--- config.mk ---
export PLATFORM = sky130hd
export DESIGN_NAME = soml_addr_sequencer_flat
export DESIGN_NICKNAME = d
export VERILOG_FILES = /design/src/rtl/soml_pkg.sv /design/src/rtl/soml_addr_sequencer_if.sv /design/src/rtl/soml_addr_counter.sv /design/src/rtl/soml_addr_sequencer.sv /design/src/flat_wrapper.sv
export SDC_FILE = /design/constraint.sdc
export NUM_CORES = 1
export LEC_CHECK = 0
export ABC_AREA = 1
export BUFFER_PORTS_ARGS = -buffer_cell sky130_fd_sc_hd__clkbuf_2
export CELL_PAD_IN_SITES_DETAIL_PLACEMENT = 1
export CELL_PAD_IN_SITES_GLOBAL_PLACEMENT = 1
export CORE_MARGIN = 2
export CORE_UTILIZATION = 32
export CTS_CLUSTER_DIAMETER = 150
export DETAILED_ROUTE_END_ITERATION = 10
export PLACE_DENSITY_LB_ADDON = 0.15
export SLEW_MARGIN = 0
export SYNTH_ARGS = -nofsm -noshare
export SYNTH_HDL_FRONTEND = slang
export SYNTH_HIERARCHICAL = 1
export SYNTH_SLANG_ARGS = --single-unit
--- constraint.sdc ---
create_clock -name clk -period 2.16 [get_ports clk]
set_input_delay 0.216 -clock clk [delete_from_list [all_inputs] [get_ports clk]]
set_output_delay 0.216 -clock clk [all_outputs]
set_load 0.02 [all_outputs]
--- src/rtl/soml_pkg.sv ---
// Shared SOML decoder constants, FSM state encoding and sideband record type.
package soml_pkg;

    localparam logic [1:0] ST_IDLE  = 2'd0;
    localparam logic [1:0] ST_RUN   = 2'd1;
    localparam logic [1:0] ST_DRAIN = 2'd2;
    localparam logic [1:0] ST_DONE  = 2'd3;

    localparam int unsigned SOML_N_COLS = 2;
    localparam int unsigned SOML_N_ROWS = 2;
    localparam int unsigned SOML_RD_LAT = 2;
    localparam int unsigned SOML_ADDR_W = 2;

    typedef enum logic [1:0] {
        StIdle  = ST_IDLE,
        StRun   = ST_RUN,
        StDrain = ST_DRAIN,
        StDone  = ST_DONE
    } soml_state_e;

    typedef struct packed {
        logic valid;
        logic first;
        logic last;
    } soml_side_t;

endpackage

--- src/rtl/soml_addr_sequencer_if.sv ---
// Control/address bundle between decoder control, the sequencer and the H/S memories.
interface soml_addr_sequencer_if #(
    parameter int unsigned ADDR_W = soml_pkg::SOML_ADDR_W
);

    logic              start;
    logic              hold;
    logic              abort;
    logic [ADDR_W-1:0] addr_colS;
    logic [ADDR_W-1:0] addr_rowH;
    logic              rd_en;
    logic              out_valid;
    logic              acc_first;
    logic              acc_last;
    logic              busy;
    logic              done;

    modport master (
        output start, hold, abort,
        input  addr_colS, addr_rowH, rd_en, out_valid, acc_first, acc_last, busy, done
    );

    modport slave (
        input  start, hold, abort,
        output addr_colS, addr_rowH, rd_en, out_valid, acc_first, acc_last, busy, done
    );

endinterface

--- src/rtl/soml_addr_counter.sv ---
// colS/rowH wrap counter pair; clr has priority over inc.
module soml_addr_counter
    import soml_pkg::*;
#(
    parameter int unsigned N_COLS = SOML_N_COLS,
    parameter int unsigned N_ROWS = SOML_N_ROWS,
    parameter int unsigned ADDR_W = SOML_ADDR_W
) (
    input  logic              clk_i,
    input  logic              rst_ni,
    input  logic              inc_i,
    input  logic              clr_i,
    output logic [ADDR_W-1:0] col_o,
    output logic [ADDR_W-1:0] row_o,
    output logic              last_o
);

    localparam logic [ADDR_W-1:0] ColMax = ADDR_W'(N_COLS - 1);
    localparam logic [ADDR_W-1:0] RowMax = ADDR_W'(N_ROWS - 1);

    logic [ADDR_W-1:0] col_q, col_d;
    logic [ADDR_W-1:0] row_q, row_d;

    always_ff @(posedge clk_i or negedge rst_ni) begin
        if (!rst_ni) begin
            col_q <= '0;
            row_q <= '0;
        end else begin
            col_q <= col_d;
            row_q <= row_d;
        end
    end

    always_comb begin
        col_d = col_q;
        row_d = row_q;
        if (clr_i) begin
            col_d = '0;
            row_d = '0;
        end else if (inc_i) begin
            if (col_q == ColMax) begin
                col_d = '0;
                row_d = row_q + ADDR_W'(1);
            end else begin
                col_d = col_q + ADDR_W'(1);
            end
        end
    end

    assign col_o  = col_q;
    assign row_o  = row_q;
    assign last_o = (col_q == ColMax) && (row_q == RowMax);

endmodule

--- src/rtl/soml_addr_sequencer.sv ---
// Frame controller for the SOML H/S memory walk: address scan, read strobe and
// accumulator sideband aligned to the memory read latency.
module soml_addr_sequencer
    import soml_pkg::*;
#(
    parameter int unsigned N_COLS = SOML_N_COLS,
    parameter int unsigned N_ROWS = SOML_N_ROWS,
    parameter int unsigned ADDR_W = SOML_ADDR_W,
    parameter int unsigned RD_LAT = SOML_RD_LAT
) (
    input  logic                  clk,
    input  logic                  rst,
    soml_addr_sequencer_if.slave  bus
);

    localparam int unsigned       DrainW    = (RD_LAT > 1) ? $clog2(RD_LAT) : 1;
    localparam logic [DrainW-1:0] DrainLast = DrainW'(RD_LAT - 1);
    localparam logic [ADDR_W-1:0] ColMax    = ADDR_W'(N_COLS - 1);

    soml_state_e             state_q, state_d;
    logic       [DrainW-1:0] drain_cnt_q, drain_cnt_d;
    soml_side_t [RD_LAT-1:0] side_q, side_d;

    logic [ADDR_W-1:0] col, row;
    logic              scan_last;
    logic              issue;
    logic              cnt_clr;

    assign issue   = (state_q == StRun) && !bus.hold && !bus.abort;
    // Counter rests at zero everywhere except RUN, so IDLE/DRAIN addresses read 0.
    assign cnt_clr = bus.abort || (issue && scan_last) || (state_q != StRun);

    soml_addr_counter #(
        .N_COLS (N_COLS),
        .N_ROWS (N_ROWS),
        .ADDR_W (ADDR_W)
    ) u_addr_counter (
        .clk_i  (clk),
        .rst_ni (rst),
        .inc_i  (issue),
        .clr_i  (cnt_clr),
        .col_o  (col),
        .row_o  (row),
        .last_o (scan_last)
    );

    always_ff @(posedge clk or negedge rst) begin
        if (!rst) begin
            state_q     <= StIdle;
            drain_cnt_q <= '0;
            side_q      <= '0;
        end else begin
            state_q     <= state_d;
            drain_cnt_q <= drain_cnt_d;
            side_q      <= side_d;
        end
    end

    always_comb begin
        state_d = state_q;
        if (bus.abort) begin
            state_d = StIdle;
        end else begin
            case (state_q)
                StIdle:  if (bus.start) state_d = StRun;
                StRun:   if (issue && scan_last) state_d = StDrain;
                StDrain: if (drain_cnt_q == DrainLast) state_d = StDone;
                StDone:  state_d = StIdle;
                default: state_d = StIdle;
            endcase
        end
    end

    always_comb begin
        drain_cnt_d = (state_q == StDrain) ? drain_cnt_q + DrainW'(1) : '0;
    end

    // Sideband qualified by issue at capture, so first/last are 0 on bubbles.
    always_comb begin
        side_d       = side_q;
        side_d[0]    = '{valid: issue,
                         first: issue && (col == '0),
                         last:  issue && (col == ColMax)};
        for (int unsigned i = 1; i < RD_LAT; i++) begin
            side_d[i] = side_q[i-1];
        end
        if (bus.abort) begin
            side_d = '0;
        end
    end

    always_comb begin
        bus.addr_colS = col;
        bus.addr_rowH = row;
        bus.rd_en     = issue;
        bus.out_valid = side_q[RD_LAT-1].valid;
        bus.acc_first = side_q[RD_LAT-1].first;
        bus.acc_last  = side_q[RD_LAT-1].last;
        bus.busy      = (state_q != StIdle);
        bus.done      = (state_q == StDone) && !bus.abort;
    end

endmodule

--- src/flat_wrapper.sv ---
// flat-port wrapper written by rule: the top's interface ports become plain ports
module soml_addr_sequencer_flat import soml_pkg::*;
#(
    parameter int unsigned N_COLS = SOML_N_COLS,
    parameter int unsigned N_ROWS = SOML_N_ROWS,
    parameter int unsigned ADDR_W = SOML_ADDR_W,
    parameter int unsigned RD_LAT = SOML_RD_LAT
)
  (clk, rst, bus_start, bus_hold, bus_abort, bus_addr_colS, bus_addr_rowH, bus_rd_en, bus_out_valid, bus_acc_first, bus_acc_last, bus_busy, bus_done);
  soml_addr_sequencer_if #(.ADDR_W(ADDR_W)) bus_i ();
  input  logic clk;
  input  logic rst;
  input wire logic [$bits(bus_i.start)-1:0] bus_start;
  input wire logic [$bits(bus_i.hold)-1:0] bus_hold;
  input wire logic [$bits(bus_i.abort)-1:0] bus_abort;
  output wire logic [$bits(bus_i.addr_colS)-1:0] bus_addr_colS;
  output wire logic [$bits(bus_i.addr_rowH)-1:0] bus_addr_rowH;
  output wire logic [$bits(bus_i.rd_en)-1:0] bus_rd_en;
  output wire logic [$bits(bus_i.out_valid)-1:0] bus_out_valid;
  output wire logic [$bits(bus_i.acc_first)-1:0] bus_acc_first;
  output wire logic [$bits(bus_i.acc_last)-1:0] bus_acc_last;
  output wire logic [$bits(bus_i.busy)-1:0] bus_busy;
  output wire logic [$bits(bus_i.done)-1:0] bus_done;
  assign bus_i.start = bus_start;
  assign bus_i.hold = bus_hold;
  assign bus_i.abort = bus_abort;
  assign bus_addr_colS = bus_i.addr_colS;
  assign bus_addr_rowH = bus_i.addr_rowH;
  assign bus_rd_en = bus_i.rd_en;
  assign bus_out_valid = bus_i.out_valid;
  assign bus_acc_first = bus_i.acc_first;
  assign bus_acc_last = bus_i.acc_last;
  assign bus_busy = bus_i.busy;
  assign bus_done = bus_i.done;
  soml_addr_sequencer #(.N_COLS(N_COLS), .N_ROWS(N_ROWS), .ADDR_W(ADDR_W), .RD_LAT(RD_LAT)) u_core (.clk(clk), .rst(rst), .bus(bus_i));
endmodule
Word-level counts from Yosys, hierarchy flattened
Cells that the tools add are included.
W data, S select, Z words.
Storage, ports and cells
  output and inout bits: 10
  bits in registers: 13
  logic and storage cells: 53
Cells by class
  eq/ne operators: 9
  reductions and logical operators: 18
  mux-type cells: 13
  add/subtract/negate cells: 3
Operator list (number)
  $mux W2: 10
  $pmux W2 S4: 1
  $logic_and A1 B1 Y1: 7
  $eq A2 B1 Y1 const B: 3
  $mux W6: 1
  $ne A3 B3 Y1 const B: 2
  $reduce_bool A2 Y1: 3
  $add A2 B1 Y2 const B: 2
  $eq A2 B2 Y1 const B: 2
  $logic_not A2 Y1: 2
  $ne A3 B2 Y1 const B: 1
  $reduce_and A3 Y1: 1
  $logic_not A1 Y1: 2
  $logic_or A1 B1 Y1: 2
  $ne A2 B1 Y1 const B: 1
  $reduce_and A2 Y1: 1
  $add A1 B1 Y1 const B: 1
  $mux W1: 1

Depth between registers and ports, before layout
  word-level depth: 8
  mapped depth: 10

By module
Netlist, hierarchy kept.
Modules (own cells, without submodules)
  soml_addr_sequencer: area an instance 510.5 um^2, cells an instance 58, instances 1, seq. area each 225.2 um^2
  soml_addr_counter: area an instance 198.9 um^2, cells an instance 25, instances 1, seq. area each 100.1 um^2

Worst setup path after synthesis
No wires, ideal clock.
  kind: register to register
  from: register u_core.state_q[1]
  to: register u_core.u_addr_counter.row_q[1] (netlist: u_core/u_addr_counter/row_o[1])
  path slack: 0.814 ns
  buffers on the path: 0
  required time: 2.043 ns
  arrival: 1.229 ns
  cell stages (with the launch flop): 11
  clock period less this slack: 1.346 ns
  cells stage by stage: dfrtp_1 > inv_1 > ha_1 > inv_1 > nor2_8 > nand2_4 > clkinv_2 > nand2_2 > nor2_2 > nand3_1 > nand2_1
Between the ends
  cells in the longest elaborated chain, start to end: 8
  elaborated cells on any way between the ends: 11
  those cells by class: eq/ne: 2; mux: 1; reduce/logical: 8
RTL lines
  from (decl): line soml_addr_sequencer.sv:20  | soml_state_e state_q, state_d;
  from (signal assigned): line soml_addr_sequencer.sv:49  | state_q <= StIdle;
  from (signal assigned): line soml_addr_sequencer.sv:53  | state_q <= state_d;
  $eq A2 B1 Y1 (*): line soml_addr_sequencer.sv:29  | assign issue = (state_q == StRun) && !bus.hold && !bus.abort;
  $logic_and A1 B1 Y1 (*) (2 in a row): line soml_addr_sequencer.sv:29
  named net bus_rd_en: line flat_wrapper.sv:18  | output wire logic [$bits(bus_i.rd_en)-1:0] bus_rd_en;
  $logic_and A1 B1 Y1: line soml_addr_sequencer.sv:31  | assign cnt_clr = bus.abort || (issue && scan_last) || (state_q != StRun);
  $logic_or A1 B1 Y1 (2 in a row): line soml_addr_sequencer.sv:31
  $reduce_bool A2 Y1 (no source line)
  $reduce_and A2 Y1 (no source line)
  to (signal assigned): line soml_addr_counter.sv:30  | row_q <= row_d;
  to (decl): line soml_addr_counter.sv:22  | logic [ADDR_W-1:0] row_q, row_d;
Mark *: on every way through the listed nets, which the timed path passes. The rest lies on a longest branch.
A chain may end at the register's enable or synchronous reset.

Worst setup path after layout
  from: register u_core.state_q[1]
  to: output bus_rd_en
Between the ends
  cells in the longest elaborated chain, start to end: 3
RTL lines (line)
  $eq A2 B1 Y1: soml_addr_sequencer.sv:29
  $logic_and A1 B1 Y1 (2 in a row): soml_addr_sequencer.sv:29
  to (decl): flat_wrapper.sv:18
No other way between the ends.

==> parameters.txt <==
Parameter                              Value

Outcome
  Status ... complete, no violations

Hold path
  Start point of the worst hold path ... bus_hold
  Endpoint, Worst Hold ... u_core/side_q[2]
  Cell count of the worst hold path ... 4
  Hold Path Class ... input pin to flop

Finish
  Final antenna diode count ... 0
  Leading cell types in the layout, fill and taps excluded ... sky130_fd_sc_hd__inv_1, sky130_fd_sc_hd__clkbuf_2, sky130_fd_sc_hd__nand2_1, sky130_fd_sc_hd__dfrtp_1, sky130_fd_sc_hd__nor2_1
  Count of nets after finishing ... 113
  Commonest non-fill, non-tap cell in the layout ... sky130_fd_sc_hd__inv_1
  FILL cells ... 267
  Post-route design area ... 840 um2
  Layout cell share with drive strength beyond 1 ... 26.7%
  P&R area growth vs syn ... 18.3%

Clock tree
  Max H-tree Level ... 1
  Clock tree buffer depth ... 2
  Clock transition time at the flip-flop clock pins of the worst setup and hold paths ... 80 ps
  Cts-stage hold buffer count ... 1
  Clock Tree Root ... sky130_fd_sc_hd__clkbuf_4
  Number of gates resized after cts ... 0
  Setup Buffers After CTS ... 0
  CTS tree ... built
  Total clock buffers created by CTS ... 3
  Sinks on Clock Net ... 13
  Later-pin clock latency in the skew report ... 270 ps

Job
  Max-cap violation count ... 0

Synth
  Avg Cell Area, Syn ... 8.55 um2
  Cell Area, Synth ... 709 um2
  Sequential area share after synthesis ... 45.9%
  Yosys reg bits ... 13
  Syn. warnings ... 6
  Syn Inst Count ... 83
  Number of nets produced by synthesis ... 94
  Unique masters post-synth ... 15

Floorplan
  Initial cell density of the core ... 33.0%
  Vertical extent of the die ... 51.1 um
  Overall die area ... 0.00261 mm2
  Number of standard-cell rows in the floorplan ... 17
  Core footprint ... 0.00215 mm2
  Top-level port count ... 15
  Width of the die ... 51.1 um

STA
  Rel. slew slack ... 78.1%
  Total negative setup slack ... 0 ps
  Minimum clock period after layout ... 1670 ps
  Post-route clock period utilization ... 77.2%
  Setup repair after global routing missed its margin ... no
  Final count of negative-setup-slack endpoints ... 0
  Upper clock frequency limit ... 600 MHz
  Slew @ Worst Pin ... 329 ps
  Pins Over Slew Limit ... 0
  Worst clock skew on the final layout ... 4.87 ps
  Final hold vios ... 0
  Setup WS post-layout ... 492 ps

GRT
  Wire length of the first global-routing pass ... 2.28 mm
  Remaining Overflow, GRT ... 0
  Vias in the first global route ... 529
  Aggregate global-route resource usage ... 12.0%
  Maximum number of pins on one net before global-route repair ... 14
  Initial antenna violation count ... 0

Worst setup path
  Critical path data arrival time ... 1450 ps
  Crit Path Max Fanout ... 5
  Register-to-Register Setup Slack ... 770 ps
  Kind of start point of the critical path ... flop
  CP cell instances ... inv_1, ha_1, inv_1, nor2_8, nand2_4, clkinv_2, clkbuf_2
  R2R Path End ... u_core/u_addr_counter/row_o[0]
  Top cell family by delay on the critical path ... buffers and inverters
  Worst Reg2Reg Path Length in Cells ... 10
  Worst path required time ... 1940 ps
  Start-to-end type of the worst setup path ... flop to output port
  Critical Path Sink Type ... output port
  R2R Path Start ... u_core/state_q[1]
  Critical path buffers and inverters ... 4
  Critical Path Max Stage Delay ... 390 ps
  Slowest cell on the critical path ... sky130_fd_sc_hd__dfrtp_1
  Critical Path Most Common Cell ... sky130_fd_sc_hd__inv_1

Pwr
  Leakage power figure ... 0.503 nW
  Power Dens Cells ... 870 mW/mm2
  IR drop worst, VDD ... 0.379 mV
  Final Power ... 0.731 mW

Placed design
  Area after DPL ... 803 um2
  Number of buffers inserted by port buffering ... 14
  GP Congestion ... 0.680
  Estimated wirelength of the detail-placed design ... 1.04 mm
  Worst slack, placed ... 759 ps

Routing
  Routed wirelength normalized by instance count ... 9.67 um
  Iter 0 DRT Violations ... 2
  Vias per Instance ... 4.12
  Antenna violation net count after detailed routing ... 0
  DRT Pass-1 Iters ... 2
  Number of DRC violations after detailed routing ... 0
  Routed vias ... 531
  Detailed Route WL ... 1.25 mm
## cell type report
| type | instances | area, um2 | area share [%] |
|---|---|---|---|
| flip-flops and latches | 13 | 325 | 38.7 |
| multi-input cells | 48 | 293 | 34.9 |
| repair buffers | 15 | 80.1 | 9.54 |
| inverters | 21 | 80.1 | 9.54 |
| well taps | 28 | 35.0 | 4.17 |
| clock buffers | 4 | 26.3 | 3.13 |
## worst register-to-register path, delay by kind of cell (launching register included)
kind | cells | cell delay [ps]
AND/OR/NAND/NOR | 6 | 520
buffers and inverters | 3 | 270
adder cells (fa/ha/maj) | 1 | 140
flip-flops | 1 | 410
## flip-flops by register name, summed over array words and instances (netlist names)
register	cells
u_core/u_addr_counter/row_o	2
u_core/bus.acc_first	1
u_core/state_q	2
u_core/side_q	3
u_core/bus.out_valid	1
u_core/bus.acc_last	1
u_core/u_addr_counter/col_o	2
u_core/drain_cnt_q	1
## worst max-delay path by stage
stage	startpoint	endpoint	slack, ps	cells after the start
6_report	u_core/state_q[1]	bus_rd_en	490	7
5_1_grt	u_core/state_q[1]	bus_rd_en	340	7
4_1_cts	u_core/state_q[1]	bus_rd_en	470	7
3_5_place_dp	u_core/state_q[1]	u_core/u_addr_counter/row_o[0]	760	10
3_3_place_gp	u_core/state_q[1]	bus_rd_en	800	7
2_1_floorplan	u_core/state_q[1]	u_core/u_addr_counter/row_o[1]	810	10
## cells in the mapped netlist (all sizes together)
| master | count | share of area, % |
|---|---|---|
| ha | 6 | 11 |
| nand3 | 10 | 7.8 |
| clkinv | 1 | 0.70 |
| inv | 20 | 11 |
| nor2 | 14 | 10 |
| dfrtp | 13 | 46 |
| nand2 | 17 | 12 |
| nor3 | 1 | 0.70 |
| buf | 1 | 1.6 |
## layer usage
metal  vias to the layer above  share of wire, %  track usage [%]
li1                        277                 -                -
met1                       240                46             14.4
met2                        12                47             19.0
met3                         2               6.3             6.14
met4                         0              0.64             2.70
met5                         -                 0                0
## power by group
group	switching, mW	internal [mW]
registers	0.0237	0.274
clock network	0.0727	0.0715
logic	0.188	0.100
## logic make-up (layout without fill, tap and decap cells)
family	count (synthesis)	count (layout)	synth area share (%)
flip-flops	13	13	45.9
AND/OR/NAND/NOR	42	42	30.7
adder cells (fa/ha/maj)	6	6	10.6
buffers and inverters	22	40	12.9
## stage by stage
step	hold slack (ps)	std cells	utilization, %
floorplan	-79.6	83	-
CTS	223	129	39.1
finish	228	129	39.1
global placement	134	124	37.4
global route	223	129	39.1
detailed placement	133	124	37.4
Power figures use the tool's default switching activity.
